**config.mk**
```make
export PLATFORM = sky130hd
export DESIGN_NAME = mem_port_arbiter
export DESIGN_NICKNAME = d
export VERILOG_FILES = /design/src/rtl/mem_port_arbiter_pkg.sv /design/src/rtl/mem_port_arbiter_owner_fifo.sv /design/src/rtl/mem_port_arbiter.sv
export SDC_FILE = /design/constraint.sdc
export NUM_CORES = 1
export LEC_CHECK = 0
export ABC_AREA = 1
export BUFFER_PORTS_ARGS = -buffer_cell sky130_fd_sc_hd__clkbuf_2
export CAP_MARGIN = 10
export CORE_AREA = 3 3 107 109
export CTS_CLUSTER_SIZE = 16
export DETAILED_ROUTE_END_ITERATION = 8
export DIE_AREA = 0 0 110 112
export PLACE_DENSITY = 0.58
export SLEW_MARGIN = 20
export SYNTH_ARGS = -nofsm -noshare
export SYNTH_HDL_FRONTEND = slang
export SYNTH_SLANG_ARGS = --single-unit
```
**constraint.sdc**
```tcl
create_clock -name clk -period 2.65 [get_ports clk]
set_input_delay 0.265 -clock clk [delete_from_list [all_inputs] [get_ports clk]]
set_output_delay 0.265 -clock clk [all_outputs]
set_load 0.02 [all_outputs]
```
**src/rtl/mem_port_arbiter_pkg.sv**
```systemverilog
// Shared types and defaults for the memory port arbiter.
//   mem_owner_t          : which requester issued an outstanding memory transaction
//   DEFAULT_*            : default parameter values for the arbiter
//   cnt_width()          : bits needed to hold a count from 0 to n inclusive
package mem_port_arbiter_pkg;

  typedef enum logic {
    OWNER_FETCH = 1'b0,
    OWNER_LSU   = 1'b1
  } mem_owner_t;

  localparam int DEFAULT_STARVE_LIMIT    = 4;
  localparam int DEFAULT_MAX_OUTSTANDING = 2;

  function automatic int cnt_width(input int n);
    return (n < 1) ? 1 : $clog2(n + 1);
  endfunction

endpackage

```
**src/rtl/mem_port_arbiter_owner_fifo.sv**
```systemverilog
// In-order FIFO of transaction owners (1-bit entries).
// Ports:
//   clk, reset    : clock, synchronous active-high reset
//   push          : write push_owner at the tail (ignored when full)
//   push_owner    : owner of the transaction being accepted
//   pop           : drop the head entry (ignored when empty)
//   full, empty   : derived from the registered count
//   head          : owner of the oldest outstanding transaction
module owner_fifo
  import mem_port_arbiter_pkg::*;
#(
  parameter int DEPTH = DEFAULT_MAX_OUTSTANDING
) (
  input  logic       clk,
  input  logic       reset,
  input  logic       push,
  input  mem_owner_t push_owner,
  input  logic       pop,
  output logic       full,
  output logic       empty,
  output mem_owner_t head
);

  localparam int PTR_W = (DEPTH > 1) ? $clog2(DEPTH) : 1;
  localparam int CNT_W = cnt_width(DEPTH);

  mem_owner_t       entries [DEPTH];
  logic [PTR_W-1:0] wr_ptr;
  logic [PTR_W-1:0] rd_ptr;
  logic [CNT_W-1:0] count;
  logic             do_push;
  logic             do_pop;

  // Explicit wrap keeps the pointers legal for any depth, not just 2^PTR_W.
  function automatic logic [PTR_W-1:0] ptr_next(input logic [PTR_W-1:0] p);
    return (p == PTR_W'(DEPTH - 1)) ? '0 : p + 1'b1;
  endfunction

  assign full    = (count == CNT_W'(DEPTH));
  assign empty   = (count == '0);
  assign head    = entries[rd_ptr];
  assign do_push = push & ~full;
  assign do_pop  = pop & ~empty;

  always_ff @(posedge clk) begin
    if (reset) begin
      wr_ptr <= '0;
      rd_ptr <= '0;
      count  <= '0;
    end else begin
      if (do_push) wr_ptr <= ptr_next(wr_ptr);
      if (do_pop)  rd_ptr <= ptr_next(rd_ptr);
      case ({do_push, do_pop})
        2'b10:   count <= count + 1'b1;
        2'b01:   count <= count - 1'b1;
        default: count <= count;
      endcase
    end
  end

  // Payload needs no reset: an entry is only read after it has been pushed.
  always_ff @(posedge clk) begin
    if (do_push) entries[wr_ptr] <= push_owner;
  end

endmodule

```
**src/rtl/mem_port_arbiter.sv**
```systemverilog
// Arbiter sharing one memory port between instruction fetch (reads) and the
// LSU (loads and byte-masked stores). Owners of accepted transactions are
// kept in order so each response is routed back to its issuer with no added
// latency.
// Ports:
//   clk, reset                       : clock, synchronous active-high reset
//   if_req/if_addr/if_gnt            : fetch request, address, acceptance
//   if_rvalid/if_rdata               : fetch read response
//   lsu_req/lsu_we/lsu_addr/lsu_wdata: LSU request (lsu_we == 0 is a load)
//   lsu_gnt                          : LSU acceptance
//   lsu_rvalid/lsu_rdata             : LSU response (load data or store ack)
//   mem_req/mem_addr/mem_we/mem_wdata: request to memory
//   mem_ready                        : memory accepts mem_req this cycle
//   mem_rvalid/mem_rdata             : in-order memory response
//   resp_error                       : sticky, response with nothing outstanding
module mem_port_arbiter
  import mem_port_arbiter_pkg::*;
#(
  parameter int MAX_OUTSTANDING = DEFAULT_MAX_OUTSTANDING,
  parameter int STARVE_LIMIT    = DEFAULT_STARVE_LIMIT
) (
  input  logic        clk,
  input  logic        reset,
  input  logic        if_req,
  input  logic [31:0] if_addr,
  output logic        if_gnt,
  output logic        if_rvalid,
  output logic [31:0] if_rdata,
  input  logic        lsu_req,
  input  logic [3:0]  lsu_we,
  input  logic [31:0] lsu_addr,
  input  logic [31:0] lsu_wdata,
  output logic        lsu_gnt,
  output logic        lsu_rvalid,
  output logic [31:0] lsu_rdata,
  output logic        mem_req,
  output logic [31:0] mem_addr,
  output logic [3:0]  mem_we,
  output logic [31:0] mem_wdata,
  input  logic        mem_ready,
  input  logic        mem_rvalid,
  input  logic [31:0] mem_rdata,
  output logic        resp_error
);

  localparam int STARVE_W = cnt_width(STARVE_LIMIT);

  logic [STARVE_W-1:0] starve_cnt;
  logic                starved;
  mem_owner_t          winner;
  logic                fifo_full;
  logic                fifo_empty;
  logic                fifo_pop;
  mem_owner_t          fifo_head;

  assign starved = (starve_cnt == STARVE_W'(STARVE_LIMIT));

  // LSU normally wins since it carries the older instruction; a starved
  // fetch overrides that.
  always_comb begin
    winner = OWNER_LSU;
    if (if_req && (!lsu_req || starved)) winner = OWNER_FETCH;
  end

  always_comb begin
    mem_req    = 1'b0;
    mem_addr   = '0;
    mem_we     = '0;
    mem_wdata  = '0;
    if_gnt     = 1'b0;
    lsu_gnt    = 1'b0;
    if_rvalid  = 1'b0;
    if_rdata   = '0;
    lsu_rvalid = 1'b0;
    lsu_rdata  = '0;
    if (!reset) begin
      mem_req = (if_req | lsu_req) & ~fifo_full;
      if (winner == OWNER_FETCH) begin
        mem_addr = if_addr;
      end else begin
        mem_addr  = lsu_addr;
        mem_we    = lsu_we;
        mem_wdata = lsu_wdata;
      end
      if_gnt  = mem_req & mem_ready & (winner == OWNER_FETCH);
      lsu_gnt = mem_req & mem_ready & (winner == OWNER_LSU);
      if (mem_rvalid && !fifo_empty) begin
        if (fifo_head == OWNER_FETCH) begin
          if_rvalid = 1'b1;
          if_rdata  = mem_rdata;
        end else begin
          lsu_rvalid = 1'b1;
          lsu_rdata  = mem_rdata;
        end
      end
    end
  end

  assign fifo_pop = mem_rvalid & ~fifo_empty & ~reset;

  owner_fifo #(
    .DEPTH (MAX_OUTSTANDING)
  ) u_owner_fifo (
    .clk        (clk),
    .reset      (reset),
    .push       (if_gnt | lsu_gnt),
    .push_owner (winner),
    .pop        (fifo_pop),
    .full       (fifo_full),
    .empty      (fifo_empty),
    .head       (fifo_head)
  );

  always_ff @(posedge clk) begin
    if (reset) begin
      starve_cnt <= '0;
    end else if (!if_req || if_gnt) begin
      starve_cnt <= '0;
    end else if (lsu_req && lsu_gnt && !starved) begin
      starve_cnt <= starve_cnt + 1'b1;
    end
  end

  always_ff @(posedge clk) begin
    if (reset) begin
      resp_error <= 1'b0;
    end else if (mem_rvalid && fifo_empty) begin
      resp_error <= 1'b1;
    end
  end

endmodule

```
==> summary.txt <==
Run status
  • Outcome: completed

Timing
  • F_max: approximately 440 MHz
  • Final setup viols: 0
  • Final setup skew: around 0.0045 ns
  • Setup WS post-layout: between 0.3 and 0.4 ns
  • Final Cycle Share: 85.2%
  • RSZ-0062 raised after global routing: false
  • Hold slack: 0.318 ns
  • Max transition margin: just under 60%
  • Fin crit period: 2.26 ns
  • Max-slew violation count: 0
  • Worst-Margin Slew: between 0.6 and 0.7 ns
  • Hold Vio Cnt, Final: 0
  • Setup TNS: 0 ns

Logic synthesis
  • Yosys reg bits: 11
  • Synth top area cells: nor2_1 (25%), inv_1 (19%), a22o_1 (17%)
  • Post-Synthesis Cells: roughly 310
  • Syn nets: 447
  • Syn avg cell area: roughly 5.5 um2
  • Share of the synthesized area in the top cell type: around a quarter
  • Ys async rst share: 0%
  • Netlist Area Pre-Place: 1680 um2
  • Register area share after synthesis: 14.3%
  • EDFF count, synth: 2
  • Yosys warns: 0
  • Primary FF master, synth: dfxtp_1
  • Yosys top cell by area: nor2_1
  • Synth unique cells: 26

Pwr
  • IR drop worst, VDD: between 0.15 and 0.2 mV
  • PwrDens: 259 nW/um2
  • Leakage: 2.25 nW

Critical path
  • Max stage delay cell, worst path: nand2_2
  • CP Capture Type: output pin
  • Most common cell on crit path: nand2_1
  • CP top delay family: simple AND/OR/NAND/NOR gates
  • FF-to-FF Start: starve_cnt[0]
  • Max incr delay on CP: 0.35 ns
  • Critical path type: reg -> out
  • Buf/Inv on CP: 2
  • WP data arrival: 1.99 ns
  • CP Data Required Time: roughly 2.4 ns
  • Flop2flop setup slack: approximately 0.8 ns
  • Crit start category: flop
  • Critical-path cell list: inv_1, ha_1, nand2_1, nand2_1, nand2_1, nand2_2, nor2_2, clkbuf_2
  • Worst reg2reg endpoint: starve_cnt[0]
  • R2R depth: 10
  • CP max FO: 37

Detailed routing
  • Iteration-0 DRC Markers: roughly 170
  • Routed WL: 7.85 mm
  • TritonRoute pass-1 iters: 4
  • DRC: 0
  • Via count: 2,735
  • Wire length per cell: approximately 11 um
  • Final ANT Viol Nets: 0
  • DR vias/cell: 3.85

Worst hold path
  • Hold Crit Endpoint: resp_error
  • Hold Path Depth: 3
  • Hold Path Origin: mem_rvalid
  • Hold Crit Class: in -> reg

Final layout
  • Most common cell after layout, fill and taps aside: clkbuf_2
  • Most frequent cells in the layout: clkbuf_2 (275), nor2_1 (112), inv_1 (84), a22o_1 (32), nand2_1 (16)
  • Final core occ: 29.5%
  • Ant diodes: 0
  • Area Growth Syn to Fin: 87.7%
  • Fillers: 1,229
  • Final nets: 712
  • Layout cell share with drive strength beyond 1: between 50% and 60%

Die
  • Die Ht: 112 um
  • FP Rows: 38
  • Initial Util: ~16%
  • Top Ports: around 280
  • Die Area: 12,300 um2
  • Die width: around 110 um
  • Core Box Area: about 11,000 um2

Run
  • Maxcap violations: 0

Global route
  • First-pass GRT wire length: roughly 11 mm
  • Initial antenna violation count: 1
  • GRT overflow: 0
  • Number of global-route vias before repair: about 2,600
  • Total Routing Usage GR: 11.5%
  • Largest net degree at the start of global routing: 38

Place
  • DP HPWL: about 7.0 mm
  • GP Congestion: ~0.8
  • Port Buf Inserts: about 280
  • Post-Place Setup Slack: a little under 0.6 ns

Clocking
  • CTS tree: yes
  • Post-CTS sizing: 0
  • H-tree levels: 1
  • CTS sink count: 11
  • Post-CTS Setup Repair Bufs: 0
  • Cts bufs inserted: 3
  • Clk Latency, worst-skew pair: around 0.24 ns
  • CTS clk-pin slew, worst paths: around 0.05 ns
  • Root Buffer: clkbuf_8
  • # hold bufs at CTS: 0
  • Clk buf depth: 2
## synthesized netlist by cell type (all sizes together) (3+ instances only)
library cell and number:
a21oi 5, a22o 32, buf 16, dfxtp 9, ha 3, inv 89
nand2 18, nand3 4, nor2 118, o21ai 3
## layout make-up
type	count	area, um2	share of cell area [%]
timing repair buffer	276	1380	43.8
multi-input combinational	190	982	31.1
inverter	89	334	10.6
sequential	11	240	7.60
tap	140	175	5.54
clock buffer	4	45.0	1.43
## per-stage QoR
step | cell area [um2] | total power, mW | instances
after floorplan | 1680 | 0.461 | 306
after global placement | 3120 | 0.658 | 706
after detailed placement | 3120 | 0.657 | 706
after CTS | 3160 | 0.825 | 710
after global routing | 3160 | 0.876 | 710
final | 3160 | 0.817 | 710
## sequential cells by signal, indices dropped and copies added (netlist names), named ones only
| register | count |
|---|---|
| u_owner_fifo.entries | 2 |
| u_owner_fifo.wr_ptr | 1 |
| starve_cnt | 3 |
| u_owner_fifo.count | 2 |
| resp_error | 1 |
| u_owner_fifo.rd_ptr | 1 |
## how the worst max path moves through the flow
stage             startpoint       endpoint  slack, ns  depth (start not counted)
6_report       starve_cnt[0]        lsu_gnt       0.39                          8
3_5_place_dp   starve_cnt[0]        lsu_gnt       0.59                          8
4_1_cts        starve_cnt[0]        lsu_gnt       0.34                          8
3_3_place_gp   starve_cnt[0]        lsu_gnt       0.62                          8
2_1_floorplan  starve_cnt[0]  mem_wdata[10]       0.97                          8
5_1_grt        starve_cnt[0]        lsu_gnt       0.13                          8
## worst min-delay path, cell delays in order
cell	delay [ns]
clkbuf_2	0.10
a31oi_1	0.08
nor2_1	0.07
## routing by layer
metal	global-route usage, %	vias up	share of wire, %
li1	-	1434	-
met1	12.2	1130	38
met2	22.1	162	49
met3	2.14	7	12
met4	3.49	2	1.1
met5	0	-	0.22
## kinds of logic (layout without fill, tap and decap cells)
| kind of cell | count (synthesis) | in the layout | share of synthesized area, % |
|---|---|---|---|
| flip-flops | 11 | 11 | 14.3 |
| adder cells (fa/ha/maj) | 3 | 3 | 2.23 |
| XOR/XNOR | 2 | 2 | 1.04 |
| AND/OR/NAND/NOR | 144 | 144 | 35.2 |
| buffers and inverters | 105 | 369 | 27.4 |
| AO/OA/AOI/OAI | 41 | 41 | 19.8 |
## where the power goes
part / switching (mW) / internal [mW]
logic: 0.280 / 0.183
registers: 0.00732 / 0.181
clock network: 0.0606 / 0.105
total: 0.348 / 0.470
Power figures use the tool's default switching activity.
